### src/rtl/pdp8_mem_arbiter_if.sv
// Requester/memory bus bundle for the PDP-8 memory arbiter.
// slave = arbiter side, master = requesters plus memory model.
interface pdp8_mem_arbiter_if #(
  parameter int unsigned NUM_CH     = 3,
  parameter int unsigned ADDR_WIDTH = 12,
  parameter int unsigned DATA_WIDTH = 12
);
  logic [NUM_CH-1:0]            ch_req;
  logic [NUM_CH-1:0]            ch_we;
  logic [NUM_CH-1:0]            ch_lock;
  logic [NUM_CH*ADDR_WIDTH-1:0] ch_addr;
  logic [NUM_CH*DATA_WIDTH-1:0] ch_wdata;
  logic [NUM_CH-1:0]            ch_grant;
  logic [NUM_CH-1:0]            ch_stall;
  logic [NUM_CH-1:0]            ch_rvalid;
  logic [DATA_WIDTH-1:0]        ch_rdata;
  logic                         mem_req;
  logic                         mem_we;
  logic [ADDR_WIDTH-1:0]        mem_addr;
  logic [DATA_WIDTH-1:0]        mem_wdata;
  logic [DATA_WIDTH-1:0]        mem_rdata;

  modport slave (
    input  ch_req, ch_we, ch_lock, ch_addr, ch_wdata, mem_rdata,
    output ch_grant, ch_stall, ch_rvalid, ch_rdata,
           mem_req, mem_we, mem_addr, mem_wdata
  );

  modport master (
    output ch_req, ch_we, ch_lock, ch_addr, ch_wdata, mem_rdata,
    input  ch_grant, ch_stall, ch_rvalid, ch_rdata,
           mem_req, mem_we, mem_addr, mem_wdata
  );
endinterface

### src/rtl/pdp8_mem_arbiter.sv
// N-channel round-robin PDP-8 memory arbiter with locked RMW and in-order read return.
// Optional macro PDP8_ARB_CH0_PRIORITY_EN: channel 0 wins in IDLE without moving rr_ptr.
module pdp8_mem_arbiter #(
  parameter int unsigned NUM_CH     = 3,
  parameter int unsigned ADDR_WIDTH = 12,
  parameter int unsigned DATA_WIDTH = 12,
  parameter int unsigned RD_LATENCY = 2
) (
  input  logic                 clk,
  input  logic                 reset_n,
  pdp8_mem_arbiter_if.slave    bus
);
  localparam int unsigned IDW = (NUM_CH > 1) ? $clog2(NUM_CH) : 1;

  typedef enum logic [0:0] {ST_IDLE, ST_LOCKED} state_e;

  logic [1:0]            sync_q;
  logic                  rst_s;
  state_e                state_q, state_d;
  logic [IDW-1:0]        rr_ptr_q, rr_ptr_d;
  logic [IDW-1:0]        lock_owner_q, lock_owner_d;
  logic [ADDR_WIDTH-1:0] addr_q;
  logic [DATA_WIDTH-1:0] wdata_q;
  logic                  gnt_vld;
  logic [IDW-1:0]        gnt_id;
  logic                  prio;
  int unsigned           idx;
  logic [IDW-1:0]        cand;
  logic [RD_LATENCY-1:0] pv_q;
  logic [IDW-1:0]        pid_q [RD_LATENCY];
  logic [ADDR_WIDTH-1:0] addr_arr  [NUM_CH];
  logic [DATA_WIDTH-1:0] wdata_arr [NUM_CH];

  // Asynchronous assert, synchronous release of the internal reset.
  always_ff @(posedge clk or negedge reset_n) begin
    if (!reset_n) sync_q <= 2'b00;
    else          sync_q <= {sync_q[0], 1'b1};
  end
  assign rst_s = sync_q[1];

  for (genvar i = 0; i < NUM_CH; i++) begin : g_unpack
    assign addr_arr[i]  = bus.ch_addr[i*ADDR_WIDTH +: ADDR_WIDTH];
    assign wdata_arr[i] = bus.ch_wdata[i*DATA_WIDTH +: DATA_WIDTH];
  end

  always_ff @(posedge clk or negedge rst_s) begin
    if (!rst_s) begin
      state_q      <= ST_IDLE;
      rr_ptr_q     <= '0;
      lock_owner_q <= '0;
      addr_q       <= '0;
      wdata_q      <= '0;
    end else begin
      state_q      <= state_d;
      rr_ptr_q     <= rr_ptr_d;
      lock_owner_q <= lock_owner_d;
      if (gnt_vld) begin
        addr_q  <= addr_arr[gnt_id];
        wdata_q <= wdata_arr[gnt_id];
      end
    end
  end

  // Arbitration and FSM next state.
  always_comb begin
    state_d      = state_q;
    rr_ptr_d     = rr_ptr_q;
    lock_owner_d = lock_owner_q;
    gnt_vld      = 1'b0;
    gnt_id       = '0;
    prio         = 1'b0;
    idx          = 0;
    cand         = '0;
    unique case (state_q)
      ST_IDLE: begin
`ifdef PDP8_ARB_CH0_PRIORITY_EN
        if (bus.ch_req[0]) begin
          gnt_vld = 1'b1;
          gnt_id  = '0;
          prio    = 1'b1;
        end
`endif
        for (int unsigned k = 0; k < NUM_CH; k++) begin
          idx  = (32'(rr_ptr_q) + k) % NUM_CH;
          cand = IDW'(idx);
          if (!gnt_vld && bus.ch_req[cand]) begin
            gnt_vld = 1'b1;
            gnt_id  = cand;
          end
        end
        if (gnt_vld) begin
          if (!prio) rr_ptr_d = (gnt_id == IDW'(NUM_CH - 1)) ? '0 : gnt_id + IDW'(1);
          if (bus.ch_lock[gnt_id]) begin
            state_d      = ST_LOCKED;
            lock_owner_d = gnt_id;
          end
        end
      end
      ST_LOCKED: begin
        if (bus.ch_req[lock_owner_q]) begin
          gnt_vld = 1'b1;
          gnt_id  = lock_owner_q;
          if (!bus.ch_lock[lock_owner_q]) state_d = ST_IDLE;
        end
      end
      default: state_d = ST_IDLE;
    endcase
    if (!rst_s) gnt_vld = 1'b0;
  end

  // Read-return tracking pipeline: one slot per cycle of memory latency.
  always_ff @(posedge clk or negedge rst_s) begin
    if (!rst_s) begin
      pv_q[0]  <= 1'b0;
      pid_q[0] <= '0;
    end else begin
      pv_q[0]  <= gnt_vld & ~bus.ch_we[gnt_id];
      pid_q[0] <= gnt_id;
    end
  end

  for (genvar s = 1; s < RD_LATENCY; s++) begin : g_pipe
    always_ff @(posedge clk or negedge rst_s) begin
      if (!rst_s) begin
        pv_q[s]  <= 1'b0;
        pid_q[s] <= '0;
      end else begin
        pv_q[s]  <= pv_q[s-1];
        pid_q[s] <= pid_q[s-1];
      end
    end
  end

  assign bus.ch_grant  = gnt_vld ? (NUM_CH'(1) << gnt_id) : '0;
  assign bus.ch_stall  = bus.ch_req & ~bus.ch_grant & {NUM_CH{rst_s}};
  assign bus.ch_rvalid = pv_q[RD_LATENCY-1] ? (NUM_CH'(1) << pid_q[RD_LATENCY-1]) : '0;
  assign bus.ch_rdata  = pv_q[RD_LATENCY-1] ? bus.mem_rdata : '0;
  assign bus.mem_req   = gnt_vld;
  assign bus.mem_we    = gnt_vld & bus.ch_we[gnt_id];
  assign bus.mem_addr  = gnt_vld ? addr_arr[gnt_id]  : addr_q;
  assign bus.mem_wdata = gnt_vld ? wdata_arr[gnt_id] : wdata_q;
endmodule

### src/flat_wrapper.sv
// flat-port wrapper written by rule: the top's interface ports become plain ports
module pdp8_mem_arbiter_flat 
#(
  parameter int unsigned NUM_CH     = 3,
  parameter int unsigned ADDR_WIDTH = 12,
  parameter int unsigned DATA_WIDTH = 12,
  parameter int unsigned RD_LATENCY = 2
)
  (clk, reset_n, bus_ch_req, bus_ch_we, bus_ch_lock, bus_ch_addr, bus_ch_wdata, bus_mem_rdata, bus_ch_grant, bus_ch_stall, bus_ch_rvalid, bus_ch_rdata, bus_mem_req, bus_mem_we, bus_mem_addr, bus_mem_wdata);
  pdp8_mem_arbiter_if #(.NUM_CH(NUM_CH), .ADDR_WIDTH(ADDR_WIDTH), .DATA_WIDTH(DATA_WIDTH)) bus_i ();
  input  logic clk;
  input  logic reset_n;
  input wire logic [$bits(bus_i.ch_req)-1:0] bus_ch_req;
  input wire logic [$bits(bus_i.ch_we)-1:0] bus_ch_we;
  input wire logic [$bits(bus_i.ch_lock)-1:0] bus_ch_lock;
  input wire logic [$bits(bus_i.ch_addr)-1:0] bus_ch_addr;
  input wire logic [$bits(bus_i.ch_wdata)-1:0] bus_ch_wdata;
  input wire logic [$bits(bus_i.mem_rdata)-1:0] bus_mem_rdata;
  output wire logic [$bits(bus_i.ch_grant)-1:0] bus_ch_grant;
  output wire logic [$bits(bus_i.ch_stall)-1:0] bus_ch_stall;
  output wire logic [$bits(bus_i.ch_rvalid)-1:0] bus_ch_rvalid;
  output wire logic [$bits(bus_i.ch_rdata)-1:0] bus_ch_rdata;
  output wire logic [$bits(bus_i.mem_req)-1:0] bus_mem_req;
  output wire logic [$bits(bus_i.mem_we)-1:0] bus_mem_we;
  output wire logic [$bits(bus_i.mem_addr)-1:0] bus_mem_addr;
  output wire logic [$bits(bus_i.mem_wdata)-1:0] bus_mem_wdata;
  assign bus_i.ch_req = bus_ch_req;
  assign bus_i.ch_we = bus_ch_we;
  assign bus_i.ch_lock = bus_ch_lock;
  assign bus_i.ch_addr = bus_ch_addr;
  assign bus_i.ch_wdata = bus_ch_wdata;
  assign bus_i.mem_rdata = bus_mem_rdata;
  assign bus_ch_grant = bus_i.ch_grant;
  assign bus_ch_stall = bus_i.ch_stall;
  assign bus_ch_rvalid = bus_i.ch_rvalid;
  assign bus_ch_rdata = bus_i.ch_rdata;
  assign bus_mem_req = bus_i.mem_req;
  assign bus_mem_we = bus_i.mem_we;
  assign bus_mem_addr = bus_i.mem_addr;
  assign bus_mem_wdata = bus_i.mem_wdata;
  pdp8_mem_arbiter #(.NUM_CH(NUM_CH), .ADDR_WIDTH(ADDR_WIDTH), .DATA_WIDTH(DATA_WIDTH), .RD_LATENCY(RD_LATENCY)) u_core (.clk(clk), .reset_n(reset_n), .bus(bus_i));
endmodule
### config.mk
export PLATFORM = sky130hd
export DESIGN_NAME = pdp8_mem_arbiter_flat
export DESIGN_NICKNAME = d
export VERILOG_FILES = /design/src/rtl/pdp8_mem_arbiter_if.sv /design/src/rtl/pdp8_mem_arbiter.sv /design/src/flat_wrapper.sv
export SDC_FILE = /design/constraint.sdc
export NUM_CORES = 1
export LEC_CHECK = 0
export BUFFER_PORTS_ARGS = -buffer_cell sky130_fd_sc_hd__clkbuf_2
export CAP_MARGIN = 20
export CORE_MARGIN = 1
export CORE_UTILIZATION = 48
export DETAILED_ROUTE_END_ITERATION = 8
export GPL_ROUTABILITY_DRIVEN = 0
export PLACE_DENSITY = 0.86
export SLEW_MARGIN = 5
export SYNTH_ARGS = -nofsm -noshare
export SYNTH_HDL_FRONTEND = slang
export SYNTH_SLANG_ARGS = --single-unit
export TNS_END_PERCENT = 10
### constraint.sdc
create_clock -name clk -period 6 [get_ports clk]
set_input_delay 0.6 -clock clk [delete_from_list [all_inputs] [get_ports clk]]
set_output_delay 0.6 -clock clk [all_outputs]
set_load 0.05 [all_outputs]
==> results of run 1 <==
-- critical path, stage by stage, from the launching register on --
cell	delay, ps
dfrtp_1	410
inv_1	90
ha_1	400
nand2_1	160
a21oi_1	430
o31ai_4	160
a21boi_4	140
buf_4	440
nand2b_1	290
buf_16	240
o221ai_1	280
clkbuf_2	340
-- cells in the mapped netlist, types with 2 or more instances --
library cell,instances
a21oi_1,2
a22o_1,2
and2_1,13
and3b_1,2
buf_2,5
buf_4,5
clkbuf_1,9
dfrtp_1,37
ha_1,4
inv_1,32
mux2_4,2
mux2i_1,32
nand2_1,11
nand2b_1,4
nand3_1,26
nand3b_1,3
nor2_1,8
nor3_1,4
nor3b_1,3
o2111ai_1,2
o211a_1,3
o211ai_2,2
o21a_1,2
o21ai_0,2
o221ai_1,25
-- stage by stage --
step	cells	worst slack, ps
6_report	464	1700
3_5_place_dp	456	1630
2_1_floorplan	264	2360
5_1_grt	464	1490
3_3_place_gp	456	1690
4_1_cts	463	1330
-- logic make-up after synthesis --
logic type,synth area share (%)
AOI/OAI and AO/OA,20.0
DFF,37.1
buffers and inverters,9.12
other,0.150
muxes,14.5
adders and majority gates,2.00
and+or+nand+nor,17.2
-- flip-flops by register name, summed over array words and instances (netlist names) --
| name | count |
|---|---|
| u_core.state_q | 1 |
| u_core.lock_owner_q | 2 |
| u_core.addr_q | 12 |
| u_core.pv_q | 2 |
| u_core.rr_ptr_q | 2 |
| u_core.wdata_q | 12 |
| u_core.pid_q | 4 |
| u_core.sync_q | 2 |
-- routing by layer --
layer  track usage (%)  up-vias  routed length (microns)
li1                  -     1233                        -
met1              27.2     1184                     2600
met2              46.0      131                     3610
met3              4.34       19                      449
met4              9.19        0                      157
met5                 0        -                        0
-- layout make-up --
class	instances	area share (%)
timing repair buffer	146	22.8
sequential	37	27.7
clock buffer	7	2.58
tap	67	2.51
multi-input combinational	175	40.8
inverter	32	3.59
-- worst max path at each step --
stage,cells past startpoint,end,slack [ps]
6_report,11,bus_mem_addr[7],1700
5_1_grt,11,bus_mem_addr[7],1490
4_1_cts,10,bus_mem_addr[7],1330
3_5_place_dp,10,bus_mem_addr[7],1630
3_3_place_gp,10,bus_mem_addr[7],1690
2_1_floorplan,11,bus_ch_grant[0],2360
==> out/results.tsv, run 1 <==
metric	value	unit
Main synth FF type	dfrtp_1	
Clk Tree Root Cell	clkbuf_8	
post-synth net total	363	
Multi-input gate area	0.00137	sq mm
Worst-path clk slew	60	ps
asr flop ratio synth	100	%
io pins	142	
setup_tns	0	ps
startpoint class of the critical path	register	
kind of end point of the critical path	output pin	
Yosys top cell by area	dfrtp_1	
flop2flop setup slack	2810	ps
dpl hpwl	5.18	mm
H-Tree Depth	2	
sequential fraction of the synthesis area	37.1	%
die area	0.00550	sq mm
Slew Limit Headroom	61.8	%
hold_buf cts	0	
Max Clock Freq	0.232	GHz
Area growth, synth to finish	34.0	%
warnings from Yosys	0	
Antenna diodes	0	
# nets final	496	
cell row count	25	
commonest non-fill, non-tap cell in the layout	clkbuf_2	
DR iter-0 viols	166	
layout cells sized above 1	41.3	%
clock latency on the worst-skew pair	290	ps
CP max FO	53	
Routed WL	6.82	mm
post-route cell area	0.00335	sq mm
largest net degree at the start of global routing	54	
Sequential Area	926	sq um
DRC errors left	0	
Pre-antenna DRT Iters	4	
number of global-route vias before repair	2334	
GRT Total Usage	24.4	%
top cell type's share of synthesized area	37.1	%
detailed-route vias per instance	5.53	
Area contributors post-synth	dfrtp_1 37%, mux2i_1 13%, o221ai_1 8.8%, nand3_1 5.2%, inv_1 4.8%	
FF-to-FF Start	u_core.rr_ptr_q[1]$_DFFE_PN0P_	
maxcap violations	0	
Clock Sinks	37	
Post-Route Utilization	69.0	%
initial antenna violation count	0	
Worst Path Required	5400	ps
crit path kind	register to output pin	
RSZ-0062 raised after global routing	no	
Post-CTS Resized	0	
placed cell areas	0.00323	sq mm
Least-Margin Pin Slew	569	ps
Synth Cell Area	0.00250	sq mm
Syn Inst Count	264	
hold_ws	93.4	ps
max-slew violations	0	
Worst Skew	11.4	ps
clock tree buffer depth	2	
I/O Buffers	141	
Chip Width	74.1	microns
#FFs+latches synth	37	
R2R depth	10	
Final Cycle Share	71.7	%
initial core utilization	51.5	%
RR Endpoint	u_core.addr_q[7]$_DFF_PN0_	
grt ovf	0	
status	finished, final reports clean	
most frequent cells in the layout	141 x clkbuf_2, 37 x dfrtp_1, 32 x inv_1, 32 x mux2i_1, 26 x nand3_1	
total CTS buffers	5	
fin crit period	4300	ps
WL/cell	14.7	microns
core area	0.00485	sq mm
CTS tree	built	
Post-synth EDFFs	0	
final hold vios	0	
crit path launch	u_core.rr_ptr_q[1]$_DFFE_PN0P_	
first-pass GRT wire length	10.2	mm
average size of a mapped cell	9.46	sq um
DIE HEIGHT	74.1	microns
fill count	369	
Synth cell types	49	
WP data arrival	3700	ps
Vias	2567	
setup violators final	0	
setup bufs post-CTS	0	
Worst Hold Class	primary input to async pin	
post-route ant nets	0	
Power of run 1 is left out: the tool's default activity adds up to more than one toggle a clock period on the data nets, which glitch-free logic cannot reach.
==> inputs of run 2 (changes only) <==
--- a/config.mk
+++ b/config.mk
@@ -8,10 +8,10 @@
 export BUFFER_PORTS_ARGS = -buffer_cell sky130_fd_sc_hd__clkbuf_2
 export CAP_MARGIN = 20
 export CORE_MARGIN = 1
-export CORE_UTILIZATION = 48
+export CORE_UTILIZATION = 45
 export DETAILED_ROUTE_END_ITERATION = 8
 export GPL_ROUTABILITY_DRIVEN = 0
-export PLACE_DENSITY = 0.86
+export PLACE_DENSITY = 0.82
 export SLEW_MARGIN = 5
 export SYNTH_ARGS = -nofsm -noshare
 export SYNTH_HDL_FRONTEND = slang
==> constraint.sdc (replaced) <==
create_clock -name clk -period 4.2 [get_ports clk]
set_input_delay 0.42 -clock clk [delete_from_list [all_inputs] [get_ports clk]]
set_output_delay 0.42 -clock clk [all_outputs]
set_load 0.05 [all_outputs]
==> out/results.tsv, run 2 (synthesized netlist as in run 1, its figures left out) <==
metric	value	unit	change
status	finished, final reports clean		unchanged
DR iter-0 viols	129		was 166
Least-Margin Pin Slew	629	ps	was 569 ps
Slew Limit Headroom	57.8	%	was 61.8%
maxcap violations	0		unchanged
total CTS buffers	5		unchanged
Max Clock Freq	0.260	GHz	
setup violators final	0		unchanged
crit path launch	u_core.rr_ptr_q[1]$_DFFE_PN0P_		unchanged
dpl hpwl	5.11	mm	was 5.18 mm
Clock Sinks	37		unchanged
I/O Buffers	141		unchanged
Worst Hold Class	register to async pin		was primary input to async pin
core area	0.00524	sq mm	was 0.00485 sq mm
worst slack, placed	640	ps	was 1630 ps
hold_ws	324	ps	was 93.4 ps
WL/cell	14.2	microns	was 14.7 microns
GRT Total Usage	23.4	%	was 24.4%
clock tree buffer depth	2		unchanged
largest net degree at the start of global routing	53		was 54
DRC errors left	0		unchanged
grt ovf	0		unchanged
top flop regs	u_core.addr_q: 12 flops, u_core.wdata_q: 12 flops, u_core.pid_q: 4 flops		unchanged
H-Tree Depth	2		unchanged
die area	0.00585	sq mm	was 0.00550 sq mm
cell row count	26		was 25
DIE HEIGHT	76.5	microns	was 74.1 microns
Clk Tree Root Cell	clkbuf_8		unchanged
initial antenna violation count	0		unchanged
Vias	2569		was 2567
initial core utilization	47.7	%	was 51.5%
io pins	142		unchanged
Antenna diodes	0		unchanged
Post-CTS Resized	0		unchanged
Worst Path Required	3780	ps	was 5400 ps
detailed-route vias per instance	5.45		was 5.53
R2R depth	9		was 10
FF-to-FF Start	u_core.rr_ptr_q[1]$_DFFE_PN0P_		unchanged
crit path kind	register to output pin		unchanged
Pre-antenna DRT Iters	4		unchanged
Final Cycle Share	91.7	%	
post-route ant nets	0		unchanged
number of global-route vias before repair	2502		was 2334
startpoint class of the critical path	register		unchanged
Multi-input gate area	0.00137	sq mm	unchanged
commonest non-fill, non-tap cell in the layout	clkbuf_2		unchanged
Routed WL	6.67	mm	was 6.82 mm
CP max FO	12		was 53
RSZ-0062 raised after global routing	no		unchanged
setup_tns	0	ps	unchanged
# nets final	499		was 496
most frequent cells in the layout	141 x clkbuf_2, 37 x dfrtp_1, 32 x inv_1, 32 x mux2i_1, 26 x nand3_1		unchanged
kind of end point of the critical path	output pin		unchanged
final hold vios	0		unchanged
Area growth, synth to finish	35.5	%	was 34.0%
Worst Skew	10.8	ps	was 11.4 ps
post-route cell area	0.00338	sq mm	was 0.00335 sq mm
Worst-path clk slew	70	ps	was 60 ps
WP data arrival	3430	ps	was 3700 ps
placed cell areas	0.00326	sq mm	was 0.00323 sq mm
CTS tree	built		unchanged
flop2flop setup slack	1180	ps	was 2810 ps
max-slew violations	0		unchanged
layout cells sized above 1	41.6	%	was 41.3%
clock latency on the worst-skew pair	290	ps	about the same
fill count	462		was 369
RR Endpoint	u_core.addr_q[3]$_DFF_PN0_		was u_core.addr_q[7]$_DFF_PN0_
first-pass GRT wire length	11.1	mm	was 10.2 mm
Sequential Area	926	sq um	unchanged
fin crit period	3850	ps	
Chip Width	76.5	microns	was 74.1 microns
final setup margin	348	ps	was 1700 ps
[run 2: cell type report]
cell class / instances / share of cell area (%)
well taps: 70 / 2.59
multi-input cells: 175 / 40.4
clock inverters: 1 / 0.887
flip-flops and latches: 37 / 27.4
clock buffers: 7 / 2.55
inverters: 32 / 3.55
repair buffers: 149 / 22.7
[run 2: worst max-delay path, cell delays in order, from the launching register on]
cell	delay, ps
dfrtp_1	420
inv_1	90
ha_1	400
mux2i_1	300
o211ai_2	180
o21bai_1	280
a31oi_4	470
buf_4	320
mux2i_1	240
o221ai_1	160
clkbuf_2	280
[run 2: layer usage]
metal  wire length, microns  up-vias  GRT usage (%)
met5                      0        -              0
met4                    172        0           10.2
met3                    490       17           5.27
met2                   3410      132           42.2
met1                   2600     1182           26.3
li1                       -     1238              -
[run 2: metrics by stage]
| stage | cells | utilization [%] |
|---|---|---|
| global placement | 462 | 62.2 |
| CTS | 471 | 64.6 |
| floorplan | 264 | - |
| global route | 471 | 64.6 |
| detailed placement | 462 | 62.2 |
| finish | 471 | 64.6 |
[run 2: what timing repair did]
action	CTS	global route
hold buffers	1	0
buffers inserted	0	0
hold endpoints to repair	2	0
[run 2: how the worst max path moves through the flow]
| stage | slack, ps | endpoint | cells past startpoint |
|---|---|---|---|
| floorplan | 740 | bus_ch_grant[0] | 11 |
| global placement | 770 | bus_mem_wdata[4] | 10 |
| detailed placement | 640 | bus_mem_addr[3] | 10 |
| CTS | 320 | bus_mem_addr[3] | 10 |
| global route | 90 | bus_mem_addr[4] | 10 |
| finish | 350 | bus_mem_addr[3] | 10 |
Power of run 2 is left out for the same reason.
